**config.mk**
```make
export PLATFORM = sky130hd
export DESIGN_NAME = dbus_rdmux_sync
export DESIGN_NICKNAME = d
export VERILOG_FILES = /design/src/rtl/dbus_rdmux_sync_pkg.sv /design/src/rtl/dbus_rdmux_sync_onehot_enc.sv /design/src/rtl/dbus_rdmux_sync.sv
export SDC_FILE = /design/constraint.sdc
export NUM_CORES = 1
export LEC_CHECK = 0
export ABC_AREA = 1
export CAP_MARGIN = 20
export CORE_AREA = 5 5 68 94
export DETAILED_ROUTE_END_ITERATION = 6
export DIE_AREA = 0 0 73 99
export GPL_ROUTABILITY_DRIVEN = 0
export PLACE_DENSITY = 0.79
export SETUP_SLACK_MARGIN = 0.02
export SYNTH_ARGS = -nofsm -noshare
export SYNTH_HDL_FRONTEND = slang
export SYNTH_SLANG_ARGS = --single-unit
```
**constraint.sdc**
```tcl
create_clock -name i_clk -period 3.34 [get_ports i_clk]
set_clock_uncertainty 0.2 [all_clocks]
set_input_delay 0.668 -clock i_clk [delete_from_list [all_inputs] [get_ports i_clk]]
set_output_delay 0.668 -clock i_clk [all_outputs]
set_load 0.01 [all_outputs]
```
**src/rtl/dbus_rdmux_sync_pkg.sv**
```systemverilog
// Shared types and helpers for the peripheral read-data mux.
// Imported by the one-hot encoder and the mux top.
package dbus_pkg;

  localparam int DBUS_BW = 16;

  typedef enum logic [1:0] {
    S_IDLE = 2'd0,
    S_WAIT = 2'd1,
    S_CAPT = 2'd2,
    S_HOLD = 2'd3
  } state_t;

  function automatic int idx_w(input int n);
    return (n <= 2) ? 1 : $clog2(n);
  endfunction

endpackage

```
**src/rtl/dbus_rdmux_sync_onehot_enc.sv**
```systemverilog
// Chip-select one-hot check and binary index encoder.
// Purely combinational; the index is only meaningful when o_onehot is set.
module dbus_onehot_enc
  import dbus_pkg::*;
#(
  parameter int NCH = 5,
  parameter int IW  = idx_w(NCH)
) (
  input  logic [NCH-1:0] i_cs,
  output logic           o_onehot,
  output logic [IW-1:0]  o_idx
);

  always_comb begin
    o_idx = '0;
    for (int i = 0; i < NCH; i++) begin
      if (i_cs[i]) o_idx = o_idx | IW'(i);
    end
  end

  assign o_onehot = (i_cs != '0) &&
                    ((i_cs & (i_cs - 1'b1)) == '0);

endmodule

```
**src/rtl/dbus_rdmux_sync.sv**
```systemverilog
// Registered read-data mux with per-channel wait states,
// ready handshake, hold-until-cycle-end and multi-select error capture.
module dbus_rdmux_sync
  import dbus_pkg::*;
#(
  parameter int BW     = DBUS_BW,
  parameter int NCH    = 5,
  parameter int WAIT_W = 3,
  parameter logic [NCH*WAIT_W-1:0] WAIT_CYC = '0
) (
  input  logic              i_clk,
  input  logic              i_nreset,
  input  logic [NCH-1:0]    i_cs,
  input  logic              i_nrw,
  input  logic [NCH*BW-1:0] i_di,
  input  logic              i_err_clr,
  output logic [BW-1:0]     o_do,
  output logic              o_do_oe,
  output logic              o_rdy,
  output logic              o_err_multi
);

  localparam int IW = idx_w(NCH);

  state_t            r_state;
  logic [WAIT_W-1:0] r_cnt;
  logic [IW-1:0]     r_idx;
  logic [NCH-1:0]    r_cs;
  logic [BW-1:0]     r_do;
  logic              r_oe;
  logic              r_rdy;
  logic              r_err;

  logic              w_rd;
  logic              w_onehot;
  logic              w_multi;
  logic              w_abort;
  logic [IW-1:0]     w_idx;
  logic [WAIT_W-1:0] w_wait;
  logic [BW-1:0]     w_dsel;

  dbus_onehot_enc #(
    .NCH (NCH),
    .IW  (IW)
  ) u_enc (
    .i_cs     (i_cs),
    .o_onehot (w_onehot),
    .o_idx    (w_idx)
  );

  assign w_rd    = ~i_nrw & (|i_cs);
  assign w_multi = w_rd & ~w_onehot;
  assign w_abort = ~w_rd | (i_cs != r_cs);

  // wait count follows the live select, data follows the latched one
  always_comb begin
    w_wait = '0;
    w_dsel = '0;
    for (int i = 0; i < NCH; i++) begin
      if (w_idx == IW'(i))
        w_wait = WAIT_CYC[i*WAIT_W +: WAIT_W];
      if (r_idx == IW'(i))
        w_dsel = i_di[i*BW +: BW];
    end
  end

  always_ff @(posedge i_clk or negedge i_nreset) begin
    if (!i_nreset) begin
      r_err <= 1'b0;
    end else if (w_multi) begin
      r_err <= 1'b1;
    end else if (i_err_clr) begin
      r_err <= 1'b0;
    end
  end

  always_ff @(posedge i_clk or negedge i_nreset) begin
    if (!i_nreset) begin
      r_state <= S_IDLE;
      r_cnt   <= '0;
      r_idx   <= '0;
      r_cs    <= '0;
      r_do    <= '0;
      r_oe    <= 1'b0;
      r_rdy   <= 1'b0;
    end else if (w_multi) begin
      r_state <= S_IDLE;
      r_oe    <= 1'b0;
      r_rdy   <= 1'b0;
    end else begin
      unique case (r_state)
        S_IDLE: begin
          r_oe  <= 1'b0;
          r_rdy <= 1'b0;
          if (w_rd) begin
            r_idx   <= w_idx;
            r_cs    <= i_cs;
            r_cnt   <= w_wait;
            r_state <= (w_wait == '0) ? S_CAPT : S_WAIT;
          end
        end
        S_WAIT: begin
          if (w_abort) begin
            r_state <= S_IDLE;
          end else begin
            r_cnt <= r_cnt - 1'b1;
            if (r_cnt == WAIT_W'(1)) r_state <= S_CAPT;
          end
        end
        S_CAPT: begin
          if (w_abort) begin
            r_state <= S_IDLE;
          end else begin
            r_do    <= w_dsel;
            r_oe    <= 1'b1;
            r_rdy   <= 1'b1;
            r_state <= S_HOLD;
          end
        end
        S_HOLD: begin
          if (w_abort) begin
            r_oe    <= 1'b0;
            r_rdy   <= 1'b0;
            r_state <= S_IDLE;
          end
        end
        default: r_state <= S_IDLE;
      endcase
    end
  end

  assign o_do        = r_do;
  assign o_do_oe     = r_oe;
  assign o_rdy       = r_rdy;
  assign o_err_multi = r_err;

endmodule

```
# Yosys cells after proc, flatten, opt, wreduce, memory -nomap -nowiden
# Index checks and enable logic that the tools add are counted.
# W data, S select, Z words.
[totals] ff_bits=31 in_bits=89 out_inout_bits=19
[classes] bitwise_logic=9 add_sub_neg=2 reduce_logical=14 mux=25 eq_ne=15
[ops] operator="$mux W16" count=5
[ops] operator="$mux W2" count=8
[ops] operator="$reduce_and A3 Y1" count=4
[ops] operator="$mux W3" count=3
[ops] operator="$ne A3 B3 Y1 const B" count=3
[ops] operator="$pmux W2 S4" count=1
[ops] operator="$eq A3 B1 Y1 const B" count=2
[ops] operator="$eq A3 B2 Y1 const B" count=2
[ops] operator="$mux W1" count=6
[ops] operator="$pmux W3 S2" count=1
[ops] operator="$and A5 B5 Y5" count=1
[ops] operator="$logic_not A5 Y1" count=1
[ops] operator="$ne A5 B5 Y1" count=1
[ops] operator="$not A1 Y1" count=5
[ops] operator="$reduce_bool A5 Y1" count=1
[ops] operator="$reduce_or A5 Y1" count=1
[ops] operator="$sub A5 B1 Y5 const B" count=1
[ops] operator="$eq A2 B2 Y1 const B" count=2
[ops] operator="$ne A2 B2 Y1 const B" count=2
[ops] operator="$ne A4 B4 Y1 const B" count=1
[ops] operator="$reduce_and A4 Y1" count=1
[ops] operator="$reduce_bool A2 Y1" count=2
[ops] operator="$reduce_bool A4 Y1" count=1
[ops] operator="$eq A3 B3 Y1 const B" count=1
[ops] operator="8 further kinds" count=9

# Depth between registers and ports, before layout
# Gate-level depths: netlist (run 1).
[depth] depth_word=8 ltp_mapped=13

# Hierarchy
# A second synthesis (run 1) with hierarchy kept.
[hier_totals] cells_unflattened=298 hier_area_um2=2144.6
[modules_own_cells] module="dbus_rdmux_sync" area_each_um2=2064.5 instances=1 cells_each=283 seq_area_each_um2=775.7
[modules_own_cells] module="dbus_onehot_enc" area_each_um2=80.1 instances=1 cells_each=15 seq_area_each_um2=0.0

# Worst setup path before layout (run 1)
# OpenSTA, ideal clock, no wires.
[synth_timing] path_kind="input to register" from="input port i_cs[2]" to="register r_idx[0]" slack_ns=1.405 arrival_time_ns=1.618 path_stages=9 path_cell_list="nor2_2 > nand2_1 > nand2_1 > nand3_2 > nand2_2 > nor3b_4 > nand2_2 > nand2_1 > nand2_1"
[synth_via] elab_chain_cells=8 elab_cells_between_ends=11 cone_classes="add/sub (1); bitwise (5); reduce/logical (5)"
[synth_lines] element="start, declared" line="dbus_rdmux_sync.sv:13" text="input logic [NCH-1:0] i_cs,"
[synth_lines] element="$sub A5 B1 Y5" line="dbus_rdmux_sync_onehot_enc.sv:22" text="((i_cs & (i_cs - 1'b1)) == '0);"
[synth_lines] element="$and A5 B5 Y5" line="dbus_rdmux_sync_onehot_enc.sv:22"
[synth_lines] element="$logic_not A5 Y1" line="dbus_rdmux_sync_onehot_enc.sv:22"
[synth_lines] element="$logic_and A1 B1 Y1" line="dbus_rdmux_sync_onehot_enc.sv:21" text="assign o_onehot = (i_cs != '0) &&"
[synth_lines] element="$not A1 Y1" line="dbus_rdmux_sync.sv:52" text="assign w_multi = w_rd & ~w_onehot;"
[synth_lines] element="$and A1 B1 Y1" line="dbus_rdmux_sync.sv:52"
[synth_lines] element="$not A1 Y1 (no source line)"
[synth_lines] element="$reduce_and A3 Y1 (no source line) *"
[synth_lines] element="end signal, assigned" line="dbus_rdmux_sync.sv:96" text="r_idx <= w_idx;"
[synth_lines] element="end, declared" line="dbus_rdmux_sync.sv:27" text="logic [IW-1:0] r_idx;"
# Every way passes the cells marked *; elsewhere a longest branch is shown, timed or not.
# A chain may end at the register's enable or synchronous reset.

# Final worst setup path (run 1)
[layout_timing] from="input port i_cs[4]" to="register r_do[0] (netlist: o_do[0])"
[layout_via] elab_chain_cells=8 elab_cells_between_ends=15 cone_classes="add/sub (1); eq/ne (1); bitwise (8); reduce/logical (5)"
[layout_lines] element="$sub A5 B1 Y5" line="dbus_rdmux_sync_onehot_enc.sv:22"
[layout_lines] element="$and A5 B5 Y5" line="dbus_rdmux_sync_onehot_enc.sv:22"
[layout_lines] element="$logic_not A5 Y1" line="dbus_rdmux_sync_onehot_enc.sv:22"
[layout_lines] element="$logic_and A1 B1 Y1" line="dbus_rdmux_sync_onehot_enc.sv:21"
[layout_lines] element="$not A1 Y1" line="dbus_rdmux_sync.sv:52"
[layout_lines] element="$and A1 B1 Y1" line="dbus_rdmux_sync.sv:52"
[layout_lines] element="$not A1 Y1 (no source line)"
[layout_lines] element="$reduce_and A3 Y1 (no source line) *"
[layout_lines] element="end signal, assigned" line="dbus_rdmux_sync.sv:114" text="r_do <= w_dsel;"
[layout_lines] element="end, declared" line="dbus_rdmux_sync.sv:29" text="logic [BW-1:0] r_do;"
# Marked as above.

==> results of run 1 <==
==> flip-flops by register name, indices dropped and copies added, names as in the netlist <==
signal,count
r_cs,4
r_idx,3
r_state,2
r_cnt,3
o_err_multi,1
o_rdy,1
o_do,16
==> path summary, 6_finish.rpt <==
kind                           from     endpoint  slack (ps)  cells past startpoint
setup / recovery            i_cs[4]      o_do[0]         840                     12
hold / removal             r_cnt[1]     r_cnt[1]         270                      2
setup reg to reg           r_idx[2]      o_do[0]        1020                     11
hold reg to reg            r_cnt[1]     r_cnt[1]         270                      2
max in group asynchronous  i_nreset      o_do[5]        2080                      2
min in group asynchronous  i_nreset  o_err_multi         570                      2
==> worst max-delay path: stages <==
cell                              delay, ps
sky130_fd_sc_hd__clkdlybuf4s50_1        470
sky130_fd_sc_hd__inv_1                  120
sky130_fd_sc_hd__nand2_1                 70
sky130_fd_sc_hd__nand2_1                 90
sky130_fd_sc_hd__nand3_1                 70
sky130_fd_sc_hd__nor2_1                 190
sky130_fd_sc_hd__nand2_2                130
sky130_fd_sc_hd__nor2_4                 150
sky130_fd_sc_hd__nand2_4                160
sky130_fd_sc_hd__clkinv_2               240
sky130_fd_sc_hd__nand2_1                 90
sky130_fd_sc_hd__nand2_1                 70
==> cells by family (layout without fill, tap and decap cells) <==
logic type | count (synthesis) | in the layout
compound gates | 26 | 26
xor+xnor | 1 | 1
fa+ha+maj | 2 | 2
buf+inv | 54 | 157
flops | 30 | 30
simple gates | 200 | 200
==> cells in the final DEF, fill, tap and decap left out, types with 2 or more instances in the layout <==
master	Yosys	routed
sky130_fd_sc_hd__a21oi_1	8	8
sky130_fd_sc_hd__nor2_1	9	9
sky130_fd_sc_hd__nor2_2	2	2
sky130_fd_sc_hd__nand2_1	124	124
sky130_fd_sc_hd__o22ai_1	6	6
sky130_fd_sc_hd__clkdlybuf4s50_1	0	107
sky130_fd_sc_hd__clkbuf_8	0	5
sky130_fd_sc_hd__ha_1	2	2
sky130_fd_sc_hd__clkbuf_1	8	2
sky130_fd_sc_hd__nand4_1	33	33
sky130_fd_sc_hd__a22oi_1	10	10
sky130_fd_sc_hd__nand3_2	2	2
sky130_fd_sc_hd__inv_1	32	32
sky130_fd_sc_hd__nand2_2	3	3
sky130_fd_sc_hd__dfrtp_1	30	30
sky130_fd_sc_hd__nand3_1	22	22
sky130_fd_sc_hd__inv_2	7	7
sky130_fd_sc_hd__buf_4	1	3
sky130_fd_sc_hd__o21ai_0	2	2
==> synth_stat cells (all sizes together) <==
library cell	count	area (um2)
clkbuf	8	30.0
nor3	1	10.0
a21oi	8	40.0
xnor2	1	8.76
nor3b	1	18.8
o21ai	2	10.0
o22ai	6	37.5
nand3b	1	7.51
nand3	24	130
nand4	33	206
nand2	128	495
a22oi	10	75.1
buf	6	43.8
nor2	12	57.6
inv	39	146
dfrtp	30	751
ha	2	25.0
clkinv	1	5.00
==> layout make-up <==
| cell class | count | area (um2) |
|---|---|---|
| Fill cell | 510 | 2170 |
| Multi-Input combinational cell | 229 | 1120 |
| Timing Repair Buffer | 110 | 1090 |
| Sequential cell | 30 | 751 |
| Inverter | 40 | 151 |
| Tap cell | 68 | 85.1 |
| Clock buffer | 7 | 76.3 |
==> layer usage <==
metal  global-route usage  part of all wire
met3               0.0449             0.066
met4               0.0710             0.022
met1                0.209              0.37
met2                0.358              0.55
met5                    0                 0
==> where the power goes <==
| group | internal (mW) | total [mW] | switching (mW) |
|---|---|---|---|
| Combinational | 0.236 | 0.528 | 0.292 |
| Sequential | 0.402 | 0.453 | 0.0508 |
| Clock | 0.143 | 0.265 | 0.122 |
| Total | 0.781 | 1.25 | 0.465 |
==> stage by stage <==
stage | hold WS (ps) | util
finish | 271 | 0.602
global route | 310 | 0.602
CTS | 278 | 0.602
detailed placement | 263 | 0.588
global placement | 261 | 0.588
floorplan | 172 | -
==> metrics.txt, run 1 <==
layout cell share with drive strength beyond 1=0.0649; crit end category=flip-flop; number of clock sinks=30; non-filler instance count after layout=484; DRT Wirelength=7000 um; # nets final=507; number of inserted diodes=0; clock tree from TritonCTS=built; overall die width=73 um; DR vias/cell=5.15; netlist area before placement=0.00210 mm2; CTS buffer count=5; Core Box Area=0.00545 mm2; unrepaired setup endpoints after global routing=no; final count of pins violating max slew=0; type of the worst setup path=in -> reg; number of buffers on the longest clock path=2; Synth Area in Simple Gates=0.441; leakage power total=1.58 nW; flop and latch count out of synthesis=30; Power Density=380 mW/mm2; grt ovf=0; Syn Area/Cell=6.70 um2; count of different cell masters after synthesis=27; vias in the first global route=2390; share of the clock period used by the worst path=0.748; initial DRC count=142; outcome=finished, final reports clean; cts hold-fix bufs=0; dominant combinational cell family by area after synthesis=simple AND/OR/NAND/NOR gates; post-detailed-placement cell area=0.00320 mm2; slew margin rel.=0.596; compound-cell area share of the yosys netlist=0.0775; Final Hold Viols=0; final cell area excluding filler cells=0.00328 mm2; adder and majority cell fraction of the synthesized area=0.0119; GR Util All Layers=0.195; critical path peak fanout=19; largest net degree at the start of global routing=31; Placement Rows=32; count of cells resized by post-cts repair=0; post-route antenna net violation count=0; first drt pass iteration count=4; half-perimeter wire length of the detailed placement result=5460 um; IO Pins=108; Final WS setup=842 ps; Cell Count Post-Placement=477; number of DRC violations after detailed routing=0; xor and xnor area share after synthesis=0.00417; pre-CTS setup slack=540 ps; Cells after Synth=313; die area=0.00723 mm2; data arrival time of the critical path=2510 ps; data required time of the critical path=3350 ps; net count after synthesis=404; Vert. Die Dim=99 um; Slew @ Worst Pin=607 ps; Fmax=400 MHz; wire length of the first global-routing pass=11100 um; number of levels in the clock H-tree=2; clk slew on worst S/H paths=60 ps; layout-stage area growth over the synthesis result=56.3%; clock tree root driver cell=sky130_fd_sc_hd__clkbuf_8; multiplexer fraction of the synthesized cell area=0; type of the tightest min-delay check=reg -> reg; number of post-CTS setup repair buffers=0; vias after detailed routing=2494; number of antenna violations at the first check in global routing=0; effective utilization at floorplan=0.385; Peak supply drop=0.000237 V; min cycle time layout=2500 ps; # port buffers=107; clock insertion delay at the later pin of the skew report=280 ps; final-report setup violation count=0; max-cap violations=0; Yosys Warn Count=0; detail-routed net length per standard cell=14.5 um; Seq/Total Area, Yosys=0.358; Final Total Pwr=1.25 mW; Post-Route Setup TNS=0 ps; startpoint class of the critical path=input pin
No activity file was read; power rests on OpenSTA's default activity.
==> inputs of run 2 (changes only) <==
- clock period: 3.34 -> 2.3 ns (I/O delays scaled with it)
==> run 2 against run 1 <==
Net effect: sequential power increased by 39%; register-to-register slack worse by 510 ps; via count increased by 3.0%; design area increased by 4.9%; die area unchanged; combinational power rose by 62%; non-clock buffer count increased by 15; first-iteration DRC count shrank 39%; final cell count up 3.3%; utilization up 3.0 points; clock-buffer cell count down 2; global-route usage grew 1.1 points.
==> metrics.txt, run 2 (synthesis results as in run 1) <==
most frequent cells in the layout=sky130_fd_sc_hd__nand2_1 (124), sky130_fd_sc_hd__clkdlybuf4s50_1 (107), sky130_fd_sc_hd__nand4_1 (33); family with the most delay on the worst path=buffers and inverters; cts hold-fix bufs=0; Vert. Die Dim=99 um; final core utilization=0.632; Placement Rows=32; critical path peak fanout=4; final-report setup violation count=0; layout cell share with drive strength beyond 1=0.106; Final Hold Viols=0; clock tree from TritonCTS=built; number of flip-flops under the largest register name=16; crit end category=flip-flop; # nets final=522; startpoint class of the critical path=input pin; number of buffers on the longest clock path=2; Core Box Area=0.00545 mm2; non-filler instance count after layout=500; dominant cell type by count on the critical path=sky130_fd_sc_hd__buf_4; initial DRC count=87; number of inserted diodes=0; type of the worst setup path=in -> reg; final count of pins violating max slew=0; number of levels in the clock H-tree=2; DRT Wirelength=7360 um; outcome=finished, final reports clean; data required time of the critical path=2290 ps; CTS buffer count=5; max-cap violations=0; number of antenna violations at the first check in global routing=0; largest net degree at the start of global routing=31; detail-routed net length per standard cell=14.7 um; slew margin rel.=0.705; Post-Route Setup TNS=0 ps; die area=0.00723 mm2; half-perimeter wire length of the detailed placement result=5730 um; unrepaired setup endpoints after global routing=no; clock tree root driver cell=sky130_fd_sc_hd__clkbuf_8; # port buffers=107; Slew @ Worst Pin=442 ps; Peak supply drop=0.000350 V; cells along the critical path=clkdlybuf4s50_1, buf_4, inv_2, nand2_1, nand4_1, nor2_2, nand2_2, nor2_4, buf_4, o21ai_0, a21oi_1; number of DRC violations after detailed routing=0; Power Density=583 mW/mm2; Cell Count Post-Placement=492; share of the clock period used by the worst path=0.925; CP peak stage delay=530 ps; Fmax=470 MHz; GR Util All Layers=0.205; cell type of the slowest stage on the worst timing path=sky130_fd_sc_hd__clkdlybuf4s50_1; wire length of the first global-routing pass=11600 um; overall die width=73 um; type of the tightest min-delay check=reg -> reg; IO Pins=108; leakage power total=1.68 nW; clk slew on worst S/H paths=60 ps; clock insertion delay at the later pin of the skew report=280 ps; data arrival time of the critical path=2120 ps; most common library cell in the layout ignoring fill and taps=sky130_fd_sc_hd__nand2_1; number of clock sinks=30; vias in the first global route=2530; grt ovf=0; min cycle time layout=2130 ps; DR vias/cell=5.14; setup slack of the most critical reg-to-reg path=510 ps; post-route antenna net violation count=0; effective utilization at floorplan=0.385; vias after detailed routing=2569; layout-stage area growth over the synthesis result=64.0%; first drt pass iteration count=4; total buffers and inverters traversed by the critical path=4
run 2: cell count changes in the layout (fill, tap and decap cells not counted), sizes merged:
| cell | before | now |
|---|---|---|
| bufinv | 0 | 1 |
| buf | 3 | 18 |
| clkbuf | 7 | 5 |
| clkinv | 1 | 2 |
| inv | 39 | 40 |
run 2: metal layers:
metal,GRT usage,part of all wire
met2,0.380,0.54
met3,0.0459,0.063
met5,0,0
met1,0.215,0.36
met4,0.0838,0.032
run 2: path summary, 6_finish.rpt:
check / start / end / depth (start not counted)
max reg2reg: r_idx[2] / o_do[2] / 8
min in group asynchronous: i_nreset / r_cnt[0] / 2
min reg2reg: o_do[12] / o_do[12] / 2
min: o_do[12] / o_do[12] / 2
max: i_cs[3] / r_state[0] / 11
max in group asynchronous: i_nreset / o_rdy / 2
run 2: power breakdown:
group	leakage [nW]	internal (mW)	switching (mW)	total, mW
sequential	0.402	0.583	0.0470	0.630
clock	0.0579	0.318	0.202	0.521
combinational	1.22	0.382	0.472	0.854
run 2: area by class of cell:
type                       instances  area [um2]
inverter                          40         153
tap                               68        85.1
fill                             501        2000
multi-input combinational        229        1120
timing repair buffer             125        1220
sequential                        30         751
clock inverter                     3        40.0
clock buffer                       5        68.8
run 2: through the flow:
stage	power, mW	hold slack, ps	worst slack (ps)	area [um2]
finish	2.01	279	171	3440
global route	2.14	293	64.4	3440
CTS	2.02	283	135	3440
detailed placement	1.49	266	-147	3330
global placement	1.47	255	-69.3	3330
floorplan	1.11	-35.6	573	2100
run 2: worst min-delay path: cells and delay by family (launching register included):
family           cells  cell delay (ps)
DFF                  1              340
and+or+nand+nor      2              100
run 2: timing repair:
action,in CTS,in global routing
gates resized for setup,0,2
setup buffers,0,0
endpoints found under the setup margin,0,12
==> inputs of run 3 (changes only) <==
- SKIP_LAST_GASP: not set -> 1
==> results of run 3 <==
The final DEF is identical to that of run 2; final timing and power are the same.
